===== src/rtl/k_map_core.sv =====
// Registered sum-of-minterms evaluator over {A,B,C,D}, with a saturating count of true results.
// Latency: one cycle from the in_valid sample to y_valid/Y.
// Backpressure: none; it accepts one sample every cycle and has no ready signal.
module k_map_core #(
  parameter logic [15:0] MINTERM_MASK = 16'h7377,
  parameter int          CNT_W        = 16
) (
  input  logic             clk,
  input  logic             rst,
  input  logic             in_valid,
  input  logic             A,
  input  logic             B,
  input  logic             C,
  input  logic             D,
  output logic             Y,
  output logic             y_valid,
  output logic [3:0]       minterm,
  output logic [CNT_W-1:0] true_cnt
);

  logic [3:0] idx;
  logic       y_next;

  // A mask lookup keeps the function fully set by MINTERM_MASK.
  assign idx    = {A, B, C, D};
  assign y_next = MINTERM_MASK[idx];

  always_ff @(posedge clk) begin
    if (rst) begin
      Y        <= 1'b0;
      y_valid  <= 1'b0;
      minterm  <= 4'd0;
      true_cnt <= '0;
    end else begin
      y_valid <= in_valid;
      if (in_valid) begin
        minterm <= idx;
        Y       <= y_next;
        // Saturate at all-ones; only rst clears the count.
        if (y_next && (true_cnt != {CNT_W{1'b1}}))
          true_cnt <= true_cnt + CNT_W'(1);
      end
    end
  end

endmodule


===== config.mk =====
export PLATFORM = sky130hd
export DESIGN_NAME = k_map_core
export DESIGN_NICKNAME = d
export VERILOG_FILES = /design/src/rtl/k_map_core.sv
export SDC_FILE = /design/constraint.sdc
export NUM_CORES = 1
export LEC_CHECK = 0
export BUFFER_PORTS_ARGS = -buffer_cell sky130_fd_sc_hd__buf_4
export CAP_MARGIN = 20
export CORE_ASPECT_RATIO = 0.7
export CORE_MARGIN = 2
export CORE_UTILIZATION = 50
export CTS_BUF_LIST = sky130_fd_sc_hd__clkbuf_4
export CTS_CLUSTER_SIZE = 25
export DETAILED_ROUTE_END_ITERATION = 10
export PLACE_DENSITY = 0.76
export SYNTH_ARGS = -nofsm -noshare
export SYNTH_HDL_FRONTEND = slang
export SYNTH_SLANG_ARGS = --single-unit
export TNS_END_PERCENT = 10

===== constraint.sdc =====
create_clock -name clk -period 4.65 [get_ports clk]
set_input_delay 0.93 -clock clk [delete_from_list [all_inputs] [get_ports clk]]
set_output_delay 0.93 -clock clk [all_outputs]
set_load 0.02 [all_outputs]

==> key figures <==
Logic synthesis
  • Post-synthesis sequential area ratio: 39.9%
  • Syn_nets: 132
  • Ys Warns: 0
  • Avg Cell Area, Syn: 8.91 µm²
  • Fraction of registers with async set/reset: 0%
  • #FFs+latches synth: 22
  • Prevailing post-synth register cell: dfxtp_1
  • Yosys cell types: 31
  • Cell count after synthesis: roughly 120
  • Netlist Area Pre-Place: 0.00110 mm²
  • EDFF count, synth: 0

Route
  • Routed WL: between 2 and 2.5 mm
  • Antenna Nets Post-Route: 0
  • DR pass1 iterations: 4
  • Via/cell ratio: 5.63
  • Post-detailed-route wirelength per cell: about 13 µm
  • Starting DRT DRC Count: 36
  • Routed vias: 1007
  • Drt drc: 0

Clock tree
  • Hold buffer count at cts: 0
  • CTS buffer count: 3
  • H-Tree Depth: 1
  • CTS tree: yes
  • Clock sink total: 22
  • Clk slew on worst S/H paths: 0.11 ns
  • Post-CTS setup buffer count: 0
  • Clk buf depth: 2
  • Post_cts resized: 0
  • Worst-Skew Late Latency: 0.30 ns
  • CTS root buf: clkbuf_4

Timing
  • Final Hold Viols: 0
  • Setup violations, final: 0
  • Final worst setup slack: 2.30 ns
  • Worst-Margin Slew: 0.513 ns
  • Worst Skew: around 0.0042 ns
  • FMAX: ~430 MHz
  • Setup Total Neg Slack: 0 ns
  • Final Cycle Share: 50.6%
  • Worst rel slew slack: about 66%
  • Crit path time final: ~2.4 ns
  • Final max-slew violation count: 0
  • Unrepaired setup endpoints after global routing: false

Worst setup path
  • Worst path max stage delay: 0.65 ns
  • Worst setup EP type: flip-flop
  • Startpoint types: primary input
  • Critical Path Fanout Max: 18
  • R2R Path End: true_cnt[15]$_SDFFE_PP0P_
  • Worst path cell trace: buf_4, a21boi_2, nand2_1, or4_4, mux2_4
  • Family with the most delay on the worst path: simple AND/OR/NAND/NOR gates
  • Slowest library cell on the worst path: or4_4
  • CP bufs+invs: 1
  • Flop-to-flop setup slack: ~2.6 ns
  • CP Data Arrival Time: ~2.6 ns
  • Reg2reg start: true_cnt[0]$_SDFFE_PP0P_
  • Data required time of the worst path: 4.85 ns
  • Kind of critical path: in2reg
  • R2R cell count: 5

Global routing
  • Initial antenna violation count: 0
  • Total global routing track utilization: approximately a fifth
  • Vias in the first global route: 862
  • Largest net degree at the start of global routing: 28
  • GRT overflow: 0
  • Global-route wire length before repair: about 3.8 mm

Pwr
  • Pwr/cell area: about 240 mW/mm²
  • Leak: 0.000527 µW
  • Worst vdd ir: ~0.17 mV

Placement
  • Placed wire-length estimate: approximately 1.7 mm
  • Post-Place Cell Area: 0.00131 mm²
  • Gpl congestion: roughly 0.8
  • Worst slack at placement: roughly 2.0 ns
  • IO Port Bufs: 28

Floorplanning
  • IO Pins: 29
  • Core area: between 0.002 and 0.0025 mm²
  • Row count: 14
  • Die extent in x: about 60 µm
  • Initial core utilization: between 50% and 60%
  • Chip height: around 43 µm
  • Die ar.: around 0.0026 mm²

Hold path
  • Hold EP: Y$_SDFFE_PP0P_
  • Hold path startpoint: Y$_SDFFE_PP0P_
  • HP Class: reg2reg
  • WHS Path Cells: 2

Final layout
  • Final core area utilization: 62.6%
  • Layout Nets: ~160
  • Ratio of cells with drive above 1 in the final layout: 26.5%
  • # diodes: 0
  • Syn-to-layout area delta: 20.2%
  • Fin area: between 0.001 and 0.0015 mm²

Run
  • MaxCap Viol Count: 0

Outcome
  • Status: finished, final reports clean
[state kept, by name, indices dropped and copies added (netlist names)]
register	cells
y_valid	1
true_cnt	16
minterm	4
Y	1
[cells in the mapped netlist, drive strengths merged (5+ instances only)]
master,n,share of area (%)
o31ai,7,4.8
buf,5,3.5
or4,7,5.1
and2,5,2.8
nand2,8,2.7
nand3,5,2.3
nor2b,6,3.4
dfxtp,22,40
nor2,9,3.1
a21oi,12,5.4
mux2,5,5.4
[worst register-to-register path, cell delays in order (launching register included)]
cell and delay [ns]:
dfxtp_1 0.38, ha_1 0.24, and4_1 0.25, and4_4 0.24
or4_4 0.53, mux2_4 0.30
[layer usage]
layer | vias up | track usage [%] | wire, µm
li1 | 507 | - | -
met1 | 465 | 25.0 | 1080
met2 | 33 | 30.9 | 1050
met3 | 2 | 6.27 | 158
met4 | 0 | 5.33 | 13
met5 | - | 0 | 0
[area by class of cell]
class | instances | area (µm²)
Timing Repair Buffer | 28 | 210
Tap cell | 32 | 40.0
Fill cell | 192 | 792
Sequential cell | 22 | 440
Multi-Input combinational cell | 94 | 614
Clock buffer | 3 | 22.5
[logic make-up after synthesis]
kind of cell | after synthesis | synth area share (%)
adders and majority gates | 1 | 1.13
muxes | 9 | 9.06
and+or+nand+nor | 59 | 31.6
buffers and inverters | 8 | 4.53
AOI/OAI and AO/OA | 25 | 13.8
DFF | 22 | 39.9
[worst max path at each step]
stage | depth (start not counted) | end | startpoint | slack (ns)
detailed placement | 5 | true_cnt[15]$_SDFFE_PP0P_ | in_valid | 1.98
CTS | 5 | true_cnt[15]$_SDFFE_PP0P_ | in_valid | 2.32
finish | 5 | true_cnt[15]$_SDFFE_PP0P_ | in_valid | 2.30
global placement | 5 | true_cnt[15]$_SDFFE_PP0P_ | in_valid | 2.04
floorplan | 6 | true_cnt[9]$_SDFFE_PP0P_ | in_valid | 2.30
global route | 5 | true_cnt[15]$_SDFFE_PP0P_ | in_valid | 2.25
[per-stage QoR]
stage	hold slack, ns	std cells	total power [µW]
6_report	0.490	179	314
5_1_grt	0.516	179	325
4_1_cts	0.492	179	316
3_5_place_dp	0.474	176	233
3_3_place_gp	0.474	176	232
2_1_floorplan	0.547	124	220
[where the power goes]
| part | total (µW) | internal (µW) | switching, µW | leakage, µW |
|---|---|---|---|---|
| clock | 85.1 | 30.2 | 54.8 | 0.0000138 |
| combinational | 33.0 | 13.9 | 19.0 | 0.000334 |
| sequential | 196 | 193 | 3.14 | 0.000179 |
[cell usage in the layout (no fill, tap or decap), drive strengths merged]
cell type | Yosys | final
nand3 | 5 | 5
and4 | 4 | 4
o21ai | 4 | 4
nor2b | 6 | 6
nand2b | 1 | 1
dfxtp | 22 | 22
buf | 5 | 28
and3 | 3 | 3
a211o | 1 | 1
o31ai | 7 | 7
clkbuf | 3 | 3
nand2 | 8 | 8
a21boi | 1 | 1
a21oi | 12 | 12
or4 | 7 | 7
nor2 | 9 | 9
mux2 | 5 | 5
mux2i | 4 | 4
nand4 | 4 | 4
or3 | 3 | 3
and2 | 5 | 5
ha | 1 | 1
nor4b | 1 | 1
nor4 | 2 | 2
nand3b | 1 | 1
Note: power is estimated with default switching activity, not from simulation.
